$ cat src/rtl/bp_fe_mem_sched_if.sv
// Signal bundle between the FE memory-command scheduler and its environment
// (PC generator, FE command path, I-TLB/I-cache memory block).
interface bp_fe_mem_sched_if #(
  parameter int vaddr_width_p = 39,
  parameter int vtag_width_p  = 27,
  parameter int entry_width_p = 40,
  parameter int instr_width_p = 32
);
  logic                     fetch_v_i;
  logic [vaddr_width_p-1:0] fetch_vaddr_i;
  logic                     fetch_yumi_o;

  logic                     fill_v_i;
  logic [vtag_width_p-1:0]  fill_vtag_i;
  logic [entry_width_p-1:0] fill_entry_i;
  logic                     fill_yumi_o;

  logic                     fence_v_i;
  logic                     fence_yumi_o;
  logic                     redirect_v_i;

  logic                     mem_cmd_v_o;
  logic [1:0]               mem_cmd_op_o;
  logic                     mem_cmd_yumi_i;
  logic [vaddr_width_p-1:0] mem_cmd_vaddr_o;
  logic [vtag_width_p-1:0]  mem_cmd_vtag_o;
  logic [entry_width_p-1:0] mem_cmd_entry_o;
  logic                     mem_poison_o;

  logic                     mem_resp_v_i;
  logic                     mem_resp_icache_miss_i;
  logic                     mem_resp_itlb_miss_i;
  logic                     mem_resp_fault_i;
  logic [instr_width_p-1:0] mem_resp_data_i;
  logic                     cache_req_complete_i;

  logic                     resp_v_o;
  logic [vaddr_width_p-1:0] resp_vaddr_o;
  logic [instr_width_p-1:0] resp_data_o;
  logic                     resp_fault_o;

  logic                     itlb_miss_v_o;
  logic [vtag_width_p-1:0]  itlb_miss_vtag_o;

  // The scheduler serves requests, so it takes the slave side.
  modport slave (
    input  fetch_v_i, fetch_vaddr_i, fill_v_i, fill_vtag_i, fill_entry_i,
           fence_v_i, redirect_v_i, mem_cmd_yumi_i,
           mem_resp_v_i, mem_resp_icache_miss_i, mem_resp_itlb_miss_i,
           mem_resp_fault_i, mem_resp_data_i, cache_req_complete_i,
    output fetch_yumi_o, fill_yumi_o, fence_yumi_o,
           mem_cmd_v_o, mem_cmd_op_o, mem_cmd_vaddr_o, mem_cmd_vtag_o,
           mem_cmd_entry_o, mem_poison_o,
           resp_v_o, resp_vaddr_o, resp_data_o, resp_fault_o,
           itlb_miss_v_o, itlb_miss_vtag_o
  );

  modport master (
    output fetch_v_i, fetch_vaddr_i, fill_v_i, fill_vtag_i, fill_entry_i,
           fence_v_i, redirect_v_i, mem_cmd_yumi_i,
           mem_resp_v_i, mem_resp_icache_miss_i, mem_resp_itlb_miss_i,
           mem_resp_fault_i, mem_resp_data_i, cache_req_complete_i,
    input  fetch_yumi_o, fill_yumi_o, fence_yumi_o,
           mem_cmd_v_o, mem_cmd_op_o, mem_cmd_vaddr_o, mem_cmd_vtag_o,
           mem_cmd_entry_o, mem_poison_o,
           resp_v_o, resp_vaddr_o, resp_data_o, resp_fault_o,
           itlb_miss_v_o, itlb_miss_vtag_o
  );
endinterface

$ cat src/rtl/bp_fe_mem_sched.sv
// FE memory-command scheduler: arbitrates fence/fill/fetch onto one command
// channel, tracks two fetch stages, poisons on miss/redirect and replays misses.
module bp_fe_mem_sched #(
  parameter int vaddr_width_p = 39,
  parameter int vtag_width_p  = 27,
  parameter int entry_width_p = 40,
  parameter int instr_width_p = 32
) (
  input logic              clk_i,
  input logic              reset_n_i,
  bp_fe_mem_sched_if.slave io
);

  typedef enum logic [2:0] {
    S_RUN, S_WAIT_MISS, S_WAIT_FILL, S_REPLAY, S_HALT
  } state_e;

  typedef enum logic [1:0] {
    OP_FETCH = 2'd0, OP_FILL = 2'd1, OP_FENCE = 2'd2
  } op_e;

  state_e state_q, state_n;

  logic                     v1_q, v2_q;
  logic [vaddr_width_p-1:0] vaddr1_q, vaddr2_q, replay_vaddr_q;

  logic active, redirect, cmd_yumi;
  logic sel_fence, sel_fill, sel_fetch, sel_replay;
  logic fetch_acc, replay_acc, fill_acc;
  logic rsp_live, rsp_hit, rsp_fault, rsp_imiss, rsp_tmiss, poison;

  // Every output is forced low while reset is held, so the reset gate is
  // folded into the request and response qualifiers below.
  assign active   = reset_n_i;
  assign redirect = active & io.redirect_v_i;
  assign cmd_yumi = active & io.mem_cmd_yumi_i;

  // Fixed priority fence > fill > fetch; external and replay fetch are never
  // eligible in the same state, and neither in a redirect cycle.
  always_comb begin
    // NOTE: every signal gets a default first so no path can infer a latch.
    sel_fence  = 1'b0;
    sel_fill   = 1'b0;
    sel_fetch  = 1'b0;
    sel_replay = 1'b0;
    if (active) begin
      sel_fence  = io.fence_v_i;
      sel_fill   = io.fill_v_i & ~sel_fence
                 & ((state_q == S_RUN) | (state_q == S_WAIT_FILL));
      sel_fetch  = io.fetch_v_i & ~sel_fence & ~sel_fill & ~redirect
                 & (state_q == S_RUN);
      sel_replay = ~sel_fence & ~sel_fill & ~redirect & (state_q == S_REPLAY);
    end
  end

  assign fetch_acc  = sel_fetch  & cmd_yumi;
  assign replay_acc = sel_replay & cmd_yumi;
  assign fill_acc   = sel_fill   & cmd_yumi;

  // Response decode for stage 2: fault beats I-cache miss beats I-TLB miss.
  // A redirect flushes the stage-2 fetch, so it retires nothing that cycle.
  assign rsp_live  = active & io.mem_resp_v_i & v2_q;
  assign poison    = redirect
                   | (rsp_live & (io.mem_resp_icache_miss_i
                                | io.mem_resp_itlb_miss_i
                                | io.mem_resp_fault_i));
  assign rsp_fault = rsp_live & ~redirect & io.mem_resp_fault_i;
  assign rsp_imiss = rsp_live & ~redirect & ~io.mem_resp_fault_i
                   & io.mem_resp_icache_miss_i;
  assign rsp_tmiss = rsp_live & ~redirect & ~io.mem_resp_fault_i
                   & ~io.mem_resp_icache_miss_i & io.mem_resp_itlb_miss_i;
  assign rsp_hit   = rsp_live & ~redirect & ~io.mem_resp_fault_i
                   & ~io.mem_resp_icache_miss_i & ~io.mem_resp_itlb_miss_i;

  always_ff @(posedge clk_i) begin
    // NOTE: sequential state uses non-blocking assignments only.
    if (!reset_n_i) state_q <= S_RUN;
    else            state_q <= state_n;
  end

  always_comb begin
    state_n = state_q;
    if (redirect)       state_n = S_RUN;
    else if (rsp_fault) state_n = S_HALT;
    else if (rsp_imiss) state_n = S_WAIT_MISS;
    else if (rsp_tmiss) state_n = S_WAIT_FILL;
    else begin
      unique case (state_q)
        S_WAIT_MISS: if (io.cache_req_complete_i) state_n = S_REPLAY;
        S_WAIT_FILL: if (fill_acc)                state_n = S_REPLAY;
        S_REPLAY:    if (replay_acc)              state_n = S_RUN;
        default:     state_n = state_q;
      endcase
    end
  end

  // Two-stage in-flight tracking; the response in a cycle belongs to stage 2.
  always_ff @(posedge clk_i) begin
    if (!reset_n_i) begin
      v1_q           <= 1'b0;
      v2_q           <= 1'b0;
      vaddr1_q       <= '0;
      vaddr2_q       <= '0;
      replay_vaddr_q <= '0;
    end else begin
      v1_q     <= (fetch_acc | replay_acc) & ~redirect;
      v2_q     <= v1_q & ~poison & ~redirect;
      vaddr2_q <= vaddr1_q;
      if (fetch_acc)       vaddr1_q <= io.fetch_vaddr_i;
      else if (replay_acc) vaddr1_q <= replay_vaddr_q;
      if (redirect)                    replay_vaddr_q <= '0;
      else if (rsp_imiss | rsp_tmiss)  replay_vaddr_q <= vaddr2_q;
    end
  end

  always_comb begin
    io.mem_cmd_v_o     = sel_fence | sel_fill | sel_fetch | sel_replay;
    io.mem_cmd_op_o    = OP_FETCH;
    io.mem_cmd_vaddr_o = '0;
    io.mem_cmd_vtag_o  = '0;
    io.mem_cmd_entry_o = '0;
    if (sel_fence) begin
      io.mem_cmd_op_o = OP_FENCE;
    end else if (sel_fill) begin
      io.mem_cmd_op_o    = OP_FILL;
      io.mem_cmd_vtag_o  = io.fill_vtag_i;
      io.mem_cmd_entry_o = io.fill_entry_i;
    end else if (sel_fetch) begin
      io.mem_cmd_vaddr_o = io.fetch_vaddr_i;
    end else if (sel_replay) begin
      io.mem_cmd_vaddr_o = replay_vaddr_q;
    end

    io.fence_yumi_o = sel_fence & cmd_yumi;
    io.fill_yumi_o  = fill_acc;
    io.fetch_yumi_o = fetch_acc;
    io.mem_poison_o = poison;

    io.resp_v_o     = rsp_hit | rsp_fault;
    io.resp_fault_o = rsp_fault;
    io.resp_vaddr_o = (rsp_hit | rsp_fault) ? vaddr2_q : '0;
    io.resp_data_o  = rsp_hit ? io.mem_resp_data_i : '0;

    io.itlb_miss_v_o    = rsp_tmiss;
    io.itlb_miss_vtag_o = rsp_tmiss ? vaddr2_q[vaddr_width_p-1 -: vtag_width_p] : '0;
  end

endmodule
$ cat src/flat_wrapper.sv
// flat-port wrapper written by rule: the top's interface ports become plain ports
module bp_fe_mem_sched_flat 
#(
  parameter int vaddr_width_p = 39,
  parameter int vtag_width_p  = 27,
  parameter int entry_width_p = 40,
  parameter int instr_width_p = 32
)
  (clk_i, reset_n_i, io_fetch_v_i, io_fetch_vaddr_i, io_fill_v_i, io_fill_vtag_i, io_fill_entry_i, io_fence_v_i, io_redirect_v_i, io_mem_cmd_yumi_i, io_mem_resp_v_i, io_mem_resp_icache_miss_i, io_mem_resp_itlb_miss_i, io_mem_resp_fault_i, io_mem_resp_data_i, io_cache_req_complete_i, io_fetch_yumi_o, io_fill_yumi_o, io_fence_yumi_o, io_mem_cmd_v_o, io_mem_cmd_op_o, io_mem_cmd_vaddr_o, io_mem_cmd_vtag_o, io_mem_cmd_entry_o, io_mem_poison_o, io_resp_v_o, io_resp_vaddr_o, io_resp_data_o, io_resp_fault_o, io_itlb_miss_v_o, io_itlb_miss_vtag_o);
  bp_fe_mem_sched_if #(.vaddr_width_p(vaddr_width_p), .vtag_width_p(vtag_width_p), .entry_width_p(entry_width_p), .instr_width_p(instr_width_p)) io_i ();
  input logic clk_i;
  input logic reset_n_i;
  input wire logic [$bits(io_i.fetch_v_i)-1:0] io_fetch_v_i;
  input wire logic [$bits(io_i.fetch_vaddr_i)-1:0] io_fetch_vaddr_i;
  input wire logic [$bits(io_i.fill_v_i)-1:0] io_fill_v_i;
  input wire logic [$bits(io_i.fill_vtag_i)-1:0] io_fill_vtag_i;
  input wire logic [$bits(io_i.fill_entry_i)-1:0] io_fill_entry_i;
  input wire logic [$bits(io_i.fence_v_i)-1:0] io_fence_v_i;
  input wire logic [$bits(io_i.redirect_v_i)-1:0] io_redirect_v_i;
  input wire logic [$bits(io_i.mem_cmd_yumi_i)-1:0] io_mem_cmd_yumi_i;
  input wire logic [$bits(io_i.mem_resp_v_i)-1:0] io_mem_resp_v_i;
  input wire logic [$bits(io_i.mem_resp_icache_miss_i)-1:0] io_mem_resp_icache_miss_i;
  input wire logic [$bits(io_i.mem_resp_itlb_miss_i)-1:0] io_mem_resp_itlb_miss_i;
  input wire logic [$bits(io_i.mem_resp_fault_i)-1:0] io_mem_resp_fault_i;
  input wire logic [$bits(io_i.mem_resp_data_i)-1:0] io_mem_resp_data_i;
  input wire logic [$bits(io_i.cache_req_complete_i)-1:0] io_cache_req_complete_i;
  output wire logic [$bits(io_i.fetch_yumi_o)-1:0] io_fetch_yumi_o;
  output wire logic [$bits(io_i.fill_yumi_o)-1:0] io_fill_yumi_o;
  output wire logic [$bits(io_i.fence_yumi_o)-1:0] io_fence_yumi_o;
  output wire logic [$bits(io_i.mem_cmd_v_o)-1:0] io_mem_cmd_v_o;
  output wire logic [$bits(io_i.mem_cmd_op_o)-1:0] io_mem_cmd_op_o;
  output wire logic [$bits(io_i.mem_cmd_vaddr_o)-1:0] io_mem_cmd_vaddr_o;
  output wire logic [$bits(io_i.mem_cmd_vtag_o)-1:0] io_mem_cmd_vtag_o;
  output wire logic [$bits(io_i.mem_cmd_entry_o)-1:0] io_mem_cmd_entry_o;
  output wire logic [$bits(io_i.mem_poison_o)-1:0] io_mem_poison_o;
  output wire logic [$bits(io_i.resp_v_o)-1:0] io_resp_v_o;
  output wire logic [$bits(io_i.resp_vaddr_o)-1:0] io_resp_vaddr_o;
  output wire logic [$bits(io_i.resp_data_o)-1:0] io_resp_data_o;
  output wire logic [$bits(io_i.resp_fault_o)-1:0] io_resp_fault_o;
  output wire logic [$bits(io_i.itlb_miss_v_o)-1:0] io_itlb_miss_v_o;
  output wire logic [$bits(io_i.itlb_miss_vtag_o)-1:0] io_itlb_miss_vtag_o;
  assign io_i.fetch_v_i = io_fetch_v_i;
  assign io_i.fetch_vaddr_i = io_fetch_vaddr_i;
  assign io_i.fill_v_i = io_fill_v_i;
  assign io_i.fill_vtag_i = io_fill_vtag_i;
  assign io_i.fill_entry_i = io_fill_entry_i;
  assign io_i.fence_v_i = io_fence_v_i;
  assign io_i.redirect_v_i = io_redirect_v_i;
  assign io_i.mem_cmd_yumi_i = io_mem_cmd_yumi_i;
  assign io_i.mem_resp_v_i = io_mem_resp_v_i;
  assign io_i.mem_resp_icache_miss_i = io_mem_resp_icache_miss_i;
  assign io_i.mem_resp_itlb_miss_i = io_mem_resp_itlb_miss_i;
  assign io_i.mem_resp_fault_i = io_mem_resp_fault_i;
  assign io_i.mem_resp_data_i = io_mem_resp_data_i;
  assign io_i.cache_req_complete_i = io_cache_req_complete_i;
  assign io_fetch_yumi_o = io_i.fetch_yumi_o;
  assign io_fill_yumi_o = io_i.fill_yumi_o;
  assign io_fence_yumi_o = io_i.fence_yumi_o;
  assign io_mem_cmd_v_o = io_i.mem_cmd_v_o;
  assign io_mem_cmd_op_o = io_i.mem_cmd_op_o;
  assign io_mem_cmd_vaddr_o = io_i.mem_cmd_vaddr_o;
  assign io_mem_cmd_vtag_o = io_i.mem_cmd_vtag_o;
  assign io_mem_cmd_entry_o = io_i.mem_cmd_entry_o;
  assign io_mem_poison_o = io_i.mem_poison_o;
  assign io_resp_v_o = io_i.resp_v_o;
  assign io_resp_vaddr_o = io_i.resp_vaddr_o;
  assign io_resp_data_o = io_i.resp_data_o;
  assign io_resp_fault_o = io_i.resp_fault_o;
  assign io_itlb_miss_v_o = io_i.itlb_miss_v_o;
  assign io_itlb_miss_vtag_o = io_i.itlb_miss_vtag_o;
  bp_fe_mem_sched #(.vaddr_width_p(vaddr_width_p), .vtag_width_p(vtag_width_p), .entry_width_p(entry_width_p), .instr_width_p(instr_width_p)) u_core (.clk_i(clk_i), .reset_n_i(reset_n_i), .io(io_i));
endmodule
$ cat config.mk
export PLATFORM = sky130hd
export DESIGN_NAME = bp_fe_mem_sched_flat
export DESIGN_NICKNAME = d
export VERILOG_FILES = /design/src/rtl/bp_fe_mem_sched_if.sv /design/src/rtl/bp_fe_mem_sched.sv /design/src/flat_wrapper.sv
export SDC_FILE = /design/constraint.sdc
export NUM_CORES = 1
export LEC_CHECK = 0
export BUFFER_PORTS_ARGS = -buffer_cell sky130_fd_sc_hd__buf_4
export CAP_MARGIN = 20
export CORE_AREA = 2 2 140 142
export DETAILED_ROUTE_END_ITERATION = 6
export DIE_AREA = 0 0 142 144
export PLACE_DENSITY = 0.68
export SLEW_MARGIN = 20
export SYNTH_ARGS = -nofsm -noshare
export SYNTH_HDL_FRONTEND = slang
export SYNTH_SLANG_ARGS = --single-unit
export TNS_END_PERCENT = 20
$ cat constraint.sdc
create_clock -name clk_i -period 3.94 [get_ports clk_i]
set_input_delay 0.197 -clock clk_i [delete_from_list [all_inputs] [get_ports clk_i]]
set_output_delay 0.197 -clock clk_i [all_outputs]
set_load 0.01 [all_outputs]
# After elaboration in Yosys (flattened, before gate mapping)
# Cells that the tools add are included.
# Widths: inputs -> output; s select.
# word_totals
ff_bits	122
inputBits	150
output_inout_bits	214
wordCells	103
# classes
n_eq_ne	12
muxes	26
bitwise_logic	46
reduce_logical	11
# ops
operator	count
$mux 39	7
$mux 27	3
$mux 40	2
$mux 32	1
$and 1x1->1	28
$mux 3	6
$reduce_and 4->1	3
$ne 5x2->1 const B	2
$or 1x1->1	10
$pmux 3 s3	1
$ne 4x2->1 const B	2
$not 1->1	8
$eq 3x2->1 const B	2
$ne 3x2->1 const B	2
$reduce_bool 6->1	1
$mux 1	5
$ne 5x1->1 const B	1
$reduce_bool 5->1	1
$ne 4x1->1 const B	1
$reduce_bool 4->1	1
$reduce_or 4->1	1
$eq 3x1->1 const B	1
$logic_not 3->1	1
$ne 3x1->1 const B	1
4 further kinds	4

# Longest topological paths before layout
# Gate-level depths: netlist (run 1).
# logic_depth
word_depth	14
mapped_depth	7
ltp_nobuf	5

# Worst setup path after synthesis (run 1)
# OpenSTA, ideal clock, no wires.
# synth_timing
kind	register to output
start	reg u_core.state_q[2]
end	out io_mem_cmd_entry_o[20]
arrival_ps	1817
required_time_ps	3743
path_slack_ps	1926
path_stages_with_launch	7
path_buffers	3
path_cell_list	dfxtp_1 > or2_2 > clkbuf_1 > nor3_1 > clkbuf_1 > clkbuf_1 > and2_1
# synth_between
elab_chain_len	6
elab_cells_between_ends	7
cone_classes	1 x eq/ne; 3 x mux; 2 x bitwise; 1 x reduce/logical
# synth_lines
element	line	text
start: declaration	bp_fe_mem_sched.sv:22	state_e state_q, state_n;
start signal: assignment	bp_fe_mem_sched.sv:78	else state_q <= state_n;
$eq 3x2->1 / $logic_not 3->1 (equally long branches)	bp_fe_mem_sched.sv:49	& ((state_q == S_RUN) | (state_q == S_WAIT_FILL));
$or 1x1->1 *	bp_fe_mem_sched.sv:49	
$and 1x1->1 *	bp_fe_mem_sched.sv:49	
$mux 1 *	bp_fe_mem_sched.sv:46	if (active) begin
$mux 40 *	bp_fe_mem_sched.sv:124	end else if (sel_fill) begin
$mux 40 *	bp_fe_mem_sched.sv:122	if (sel_fence) begin
end: declaration	flat_wrapper.sv:34	output wire logic [$bits(io_i.mem_cmd_entry_o)-1:0] io_mem_cmd_entry_o;
# Mark *: on every way between the ends. The rest lies on a longest branch, timed or not.

# Worst setup path in the final report (run 1)
# layout_timing
start	reg u_core.state_q[0]
end	out io_mem_cmd_vaddr_o[22]
# layout_between
elab_chain_len	12
elab_cells_between_ends	19
cone_classes	2 x eq/ne; 7 x mux; 9 x bitwise; 1 x reduce/logical
# layout_lines
element	line	text
$eq 3x2->1 / $logic_not 3->1 (equally long branches)	bp_fe_mem_sched.sv:49, bp_fe_mem_sched.sv:51	
$or 1x1->1	bp_fe_mem_sched.sv:49	
$and 1x1->1	bp_fe_mem_sched.sv:49	
$not 1->1	bp_fe_mem_sched.sv:50, bp_fe_mem_sched.sv:52	
$and 1x1->1 (3 in a row)	bp_fe_mem_sched.sv:52	sel_replay = ~sel_fence & ~sel_fill & ~redirect & (state_q == S_REPLAY);
$mux 1	bp_fe_mem_sched.sv:46	
$mux 39	bp_fe_mem_sched.sv:130	end else if (sel_replay) begin
$mux 39	bp_fe_mem_sched.sv:128	end else if (sel_fetch) begin
$mux 39 *	bp_fe_mem_sched.sv:124	
$mux 39 *	bp_fe_mem_sched.sv:122	
end: declaration	flat_wrapper.sv:32	output wire logic [$bits(io_i.mem_cmd_vaddr_o)-1:0] io_mem_cmd_vaddr_o;
# Marked as above.

==> impl_metrics.toml, run 1 <==
[cells_and_area]
area_growth_pct = 61.03
fin_nets = 1195
drive_gt1_frac = 0.3970
fin_util = 0.4961
antenna_cells = 0
fin_cells = 1296
n_fill_cell = 1805

[sta]
fin_setup_tns_ns = 0
report.final.setup_viol = 0
slew_headroom = 0.3556
fin_crit_ns = 2.852
fin_skew_ns = 0.007423
drv_slew = 0
fmax_mhz = 350.6
rsz0062_at_grt = "no"
worst_pin_slew_ns = 0.9632
timing.final.crit_share = 0.7238
final_hold_viol_count = 0

[placed_design]
port-buffer-count = 363
place_inst = 1264
place_hpwl_um = 18660
gp_congestion = 0.7944

[global_routing]
grt_start_max_net_pins = 70
track_usage = 0.2329
antenna_found_initial = 0
grt-ovfl-total = 0
grt_pass1_wl_um = 35020
grt_pass1_vias = 5853

[setup_path]
max_stage_delay_ns = 0.65
crit_type = "register to primary output"
cp-end-kind = "primary output"
crit_chain = "or4b_1 -> nor3_4 -> buf_12 -> a22o_1 -> buf_4"
worstSetupStartpointType = "register"
rr_startpoint = "u_core.state_q[0]$_SDFFE_PP0P_"
crit_slowest_cell = "or4b_1"
r2r_cells = 6
crit_arrival_ns = 2.65
crit_path_max_fanout = 27
cp.required_ns = 3.74
ff2ff_setup_slack_ns = 1.68
regToRegEndpoint = "u_core.vaddr1_q[8]$_SDFFE_PN0P_"
startpoint = "u_core.state_q[0]$_SDFFE_PP0P_"

[worst_hold_path]
hold_depth = 3
worstHoldPathType = "input port to register"
hold_start = "io_fetch_vaddr_i[2]"
min_to = "u_core.vaddr1_q[2]$_SDFFE_PN0P_"

[clocking]
cts_root_buffer = "clkbuf_16"
clk_latency_ns = 0.42
clkSinkCount = 122
hold_buffers = 0
ctsResizeCount = 0
cts_inserted_buffers = 17
cts_setup_buffers = 0
clk_path_buf_depth = 2
cts_tree = "built"
cts_max_level = 4
clkTransAtPathRegs_ns = 0.05

[synth]
yosysTopAreaCell = "dfxtp_1"
syn-cell-area_sq_mm = 0.005878
ys_top_cells_by_area = "dfxtp_1 42%, and2_1 22%, a21oi_1 6.8%"
yosysMostFrequentCell = "and2_1"
synth_async_sr_flop_share = 0
syn_inst = 710
synth_edf_count = 0
synthFlopType = "dfxtp_1"
syn_nets = 860
synth_common_cells = "208 x and2_1, 122 x dfxtp_1, 84 x nand2_1, 80 x a21oi_1, 44 x nor2_1"
ys_seq_area_frac = 0.4155
ys_seq_elements = 122
avgSynthCellArea_sq_um = 8.279
yosys_warnings = 0
synthDistinctLibCells = 39
synth_top_cell_area_share = 0.4155

[detailed_routing]
routed_via_density = 4.757
vias = 6165
wl_um = 24820
wl_per_cell_um = 19.15
first_pass_iters = 5
ant_nets = 0
drcViolationCount = 0
initialDrtViolationCount = 278

[floorplanning]
pin_count = 364
start_util = 0.3081
dieArea_sq_mm = 0.02045
rows = 51
core-area_sq_mm = 0.01908
die_y_um = 144
die_x_um = 142

[pwr]
peakVddDrop_mv = 0.2668
leakage_nw = 4.289
power.density_mw_per_mm2 = 349.8

[run]
drv_cap = 0

[status]
status = "complete, no violations"
-- metrics by stage --
step                      hold WS [ns]  total power, W  worst slack [ns]  instance area (sq um)
after floorplan                 0.3861        0.001359             1.926                   5878
after global placement          0.4173        0.001551             1.536                   8783
after detailed placement        0.4185        0.001552             1.481                   8783
after CTS                      0.06797        0.003333             1.070                   9465
after global routing           0.08832        0.003405            0.9288                   9465
final                          0.08169        0.003311             1.088                   9465
-- area by class of cell --
class                   count  area (sq um)  area share
clock inverters            14         242.7     0.02564
flip-flops and latches    122          2442      0.2580
multi-input cells         529          3219      0.3401
clock buffers              18         439.2     0.04640
inverters                   1         3.754   0.0003966
repair buffers            374          2820      0.2980
well taps                 238         297.8     0.03146
-- cell families (layout without fill, tap and decap cells) --
logic type / count (synthesis) / after routing / synth area share
AO/OA/AOI/OAI: 134 / 134 / 0.1496
AND/OR/NAND/NOR: 359 / 359 / 0.3314
flip-flops: 122 / 122 / 0.4155
multiplexers: 36 / 36 / 0.06130
buffers and inverters: 59 / 407 / 0.04214
-- metal layers --
layer  global-route usage  vias up  wire [um]
li1                     -     3016          -
met1               0.2549     2851       9408
met2               0.4030      264      12170
met3              0.08113       34       2209
met4               0.1147        0       1034
met5                    0        -          0
-- flip-flops by register name, summed over array words and instances, names as in the netlist --
name	cells
u_core.v1_q	1
u_core.vaddr1_q	39
u_core.replay_vaddr_q	39
u_core.v2_q	1
u_core.vaddr2_q	39
u_core.state_q	3
-- layout by cell type (no fill, tap or decap), types with 2 or more instances in the layout --
master,count
nor2_1,43
or2_2,2
o21a_1,2
and2_1,207
dfxtp_1,122
and3_1,2
buf_4,373
clkbuf_16,17
inv_6,2
nor3_2,2
nand2_1,83
nand3_1,2
clkinv_4,2
bufinv_16,6
clkinvlp_4,3
a22o_1,39
nor4b_1,2
a21oi_1,80
nor2b_1,4
mux2i_1,36
a22oi_1,3
-- worst max path at each step --
stage | slack, ns | end
after detailed placement | 1.48 | u_core.vaddr1_q[22]$_SDFFE_PN0P_
after CTS | 1.07 | io_mem_cmd_vaddr_o[12]
after floorplan | 1.93 | io_mem_cmd_entry_o[20]
final | 1.09 | io_mem_cmd_vaddr_o[22]
after global placement | 1.54 | u_core.vaddr1_q[20]$_SDFFE_PN0P_
after global routing | 0.93 | io_mem_cmd_vaddr_o[0]
-- worst max-delay path, delay by kind of cell, from the launching register on --
| family | cells | cell delay (ns) |
|---|---|---|
| simple gates | 2 | 1.26 |
| flops | 1 | 0.38 |
| buf+inv | 2 | 0.39 |
| compound gates | 1 | 0.18 |
-- report_power, final --
group	total, W	internal, W	switching [W]	leakage, nW
Combinational	0.000271	0.000153	0.000117	2.98
Clock	0.00179	0.00121	0.000580	0.323
Sequential	0.00125	0.00125	0.00000567	0.985
Note: power is estimated with default switching activity, not from simulation.
==> run 2, diff against run 1 <==
ABC_AREA = 1   (was not set)
CORE_AREA = 2 2 141 143   (was 2 2 140 142)
DIE_AREA = 0 0 143 145   (was 0 0 142 144)
PLACE_DENSITY = 0.72   (was 0.68)
clock period = 2.6 ns   (was 3.94 ns; I/O delays follow)
==> impl_metrics.toml, run 2 <==
[synth]
yosysMostFrequentCell = "inv_1"
syn_inst = 1033
synthXorXnorAreaFrac = 0
syn-cell-area_sq_mm = 0.006307
synth_edf_count = 0
avgSynthCellArea_sq_um = 6.106
ys_top_cells_by_area = "dfxtp_1 39%, inv_1 16%, nor2_1 12%"
syn_nets = 1183
synth_top_cell_area_share = 0.3872
synthDistinctLibCells = 25
ys_seq_area_frac = 0.3872
synth_common_cells = "270 x inv_1, 203 x nor2_1, 200 x nand2_1, 122 x dfxtp_1, 45 x nand3_1"
synth-compound-area-share = 0.1045
synth_top_family_by_area = "simple AND/OR/NAND/NOR gates"
yosysTopAreaCell = "dfxtp_1"
yosys.area_share.adder = 0
yosys.area_share.simple = 0.2952
ys_seq_elements = 122
synthFlopType = "dfxtp_1"
yosys_warnings = 0
synth_mux_area_frac = 0
synth_async_sr_flop_share = 0

[detailed_routing]
wl_met2_um = 13190
drcViolationCount = 0
wl_um = 25170
vias = 7361
initialDrtViolationCount = 352
wl_per_cell_um = 15.26
routed_via_density = 4.464
wl_met1_um = 9545
met3_wirelength_um = 1927
ant_nets = 0
first_pass_iters = 4
highest_layer = "met5"

[clocking]
cts_inserted_buffers = 17
clkTransAtPathRegs_ns = 0.05
clk_path_buf_depth = 2
cts_root_buffer = "clkbuf_16"
clk_latency_ns = 0.42
hold_buffers = 0
cts_max_level = 4
cts_tree = "built"
clkSinkCount = 122

[worst_hold_path]
worstHoldPathType = "input port to register"

[global_routing]
grt_start_max_net_pins = 81
grt_pass1_wl_um = 37780
grt_pass1_vias = 6890
antenna_found_initial = 1
grt-ovfl-total = 0
track_usage = 0.2345

[sta]
hold_ws_ns = 0.02989
rsz0062_at_grt = "yes"
fmax_mhz = 413.8
fin_crit_ns = 2.417
worst_pin_slew_ns = 0.9177
report.final.setup_viol = 0
slew_headroom = 0.3875
timing.final.crit_share = 0.9296
fin_setup_tns_ns = 0
fin_skew_ns = 0.008068
final_hold_viol_count = 0
drv_slew = 0

[setup_path]
crit_path_max_fanout = 49
crit_arrival_ns = 2.29
cpMostUsedCell = "buf_4"
crit_slowest_cell = "inv_2"
startpoint = "u_core.state_q[0]$_SDFFE_PP0P_"
max_stage_delay_ns = 0.36
r2r_cells = 8
rr_startpoint = "u_core.state_q[0]$_SDFFE_PP0P_"
worstSetupStartpointType = "register"
endpoint = "io_mem_cmd_vtag_o[10]"
ff2ff_setup_slack_ns = 0.48
crit_type = "register to primary output"
cp-end-kind = "primary output"
regToRegEndpoint = "u_core.vaddr1_q[27]$_SDFFE_PN0P_"
cp.required_ns = 2.47
crit_chain = "nor2_2 -> nand2_1 -> nor3_2 -> inv_2 -> buf_4 -> nor2_1 -> buf_4"

[placed_design]
place_inst = 1619
place_hpwl_um = 19060
dpl_cell_area_sq_mm = 0.009193
gp_congestion = 0.8076
port-buffer-count = 363

[pwr]
power.density_mw_per_mm2 = 456.0
power_w = 0.004436
leakage_nw = 5.554
peakVddDrop_mv = 0.4614

[floorplanning]
die_x_um = 143
die_y_um = 145
start_util = 0.3284
dieArea_sq_mm = 0.02074
core-area_sq_mm = 0.01921
pin_count = 364
rows = 51

[cells_and_area]
largest_registers = "u_core.replay_vaddr_q x39, u_core.vaddr1_q x39, u_core.vaddr2_q x39"
final_common_cell = "buf_4"
antenna_cells = 0
drive_gt1_frac = 0.3035
design_area_sq_mm = 0.009729
n_fill_cell = 1963
fin_nets = 1523
area_growth_pct = 54.26
fin_cells = 1649
final_cell_mix = "374 x buf_4, 270 x inv_1, 200 x nor2_1, 200 x nand2_1, 122 x dfxtp_1"

[run]
drv_cap = 0

[status]
status = "complete, no violations"
run 2: changes by cell type in the layout (fill, tap and decap cells not counted), moves of 10 or more:
cell      before  now
nor2_1        43  200
a21oi_1       80   36
mux2i_1       36    0
o22ai_1        0   33
nand2_1       83  200
o21ai_0        1   37
inv_1          0  270
and2_1       207    0
nand3_1        2   45
a211oi_1       0   10
a22o_1        39    0
run 2: worst min-delay path by stage:
stage                                           from                               end  slack, ns  cells after the start
finish                          io_fetch_vaddr_i[20]  u_core.vaddr1_q[20]$_SDFFE_PN0P_       0.03                      5
global route                     io_fetch_vaddr_i[4]   u_core.vaddr1_q[4]$_SDFFE_PN0P_       0.05                      5
CTS                              io_fetch_vaddr_i[9]   u_core.vaddr1_q[9]$_SDFFE_PN0P_       0.02                      5
detailed placement  u_core.vaddr1_q[25]$_SDFFE_PN0P_    u_core.vaddr2_q[25]$_SDFF_PN0_       0.41                      2
global placement     u_core.vaddr1_q[9]$_SDFFE_PN0P_     u_core.vaddr2_q[9]$_SDFF_PN0_       0.41                      2
floorplan                               io_fence_v_i                io_mem_cmd_op_o[0]       0.30                      1
run 2: cells by family (layout without fill, tap and decap cells):
kind of cell,count (synthesis),in the layout
AOI/OAI and AO/OA,118,118
buffers and inverters,330,681
DFF,122,122
and+or+nand+nor,463,463
run 2: final cells by class:
cell class | instances | area, sq um | area share
Tap cell | 265 | 331.6 | 0.03408
Multi-Input combinational cell | 581 | 2539 | 0.2609
Inverter | 275 | 1037 | 0.1066
Sequential cell | 122 | 2442 | 0.2510
Timing Repair Buffer | 376 | 2848 | 0.2927
Clock inverter | 7 | 43.79 | 0.004501
Clock buffer | 23 | 488.0 | 0.05015
run 2: where the power goes:
group | leakage (nW) | internal [W] | switching (W)
Combinational | 4.31 | 0.000226 | 0.000210
Sequential | 0.982 | 0.00187 | 0.000000656
Clock | 0.261 | 0.00130 | 0.000826
run 2: per-stage QoR:
step	setup WS, ns	util
floorplan	0.9886	-
global placement	0.5045	0.4786
detailed placement	0.4509	0.4786
CTS	0.03082	0.5063
global route	-0.02523	0.5065
finish	0.1832	0.5065
run 2: critical path: cells and delay by family, from the launching register on:
kind,cells,cell delay [ns]
and+or+nand+nor,4,0.71
buffers and inverters,3,0.80
DFF,1,0.35
run 2: layer usage:
metal / vias up / GRT usage
met1: 3332 / 0.2618
li1: 3696 / -
met3: 35 / 0.05941
met4: 2 / 0.06683
met5: - / 0
met2: 296 / 0.4333
run 2: what timing repair did:
action	4_1_cts	5_1_grt
buffers inserted	0	0
gates resized for setup	0	4
setup endpoints to repair	0	45
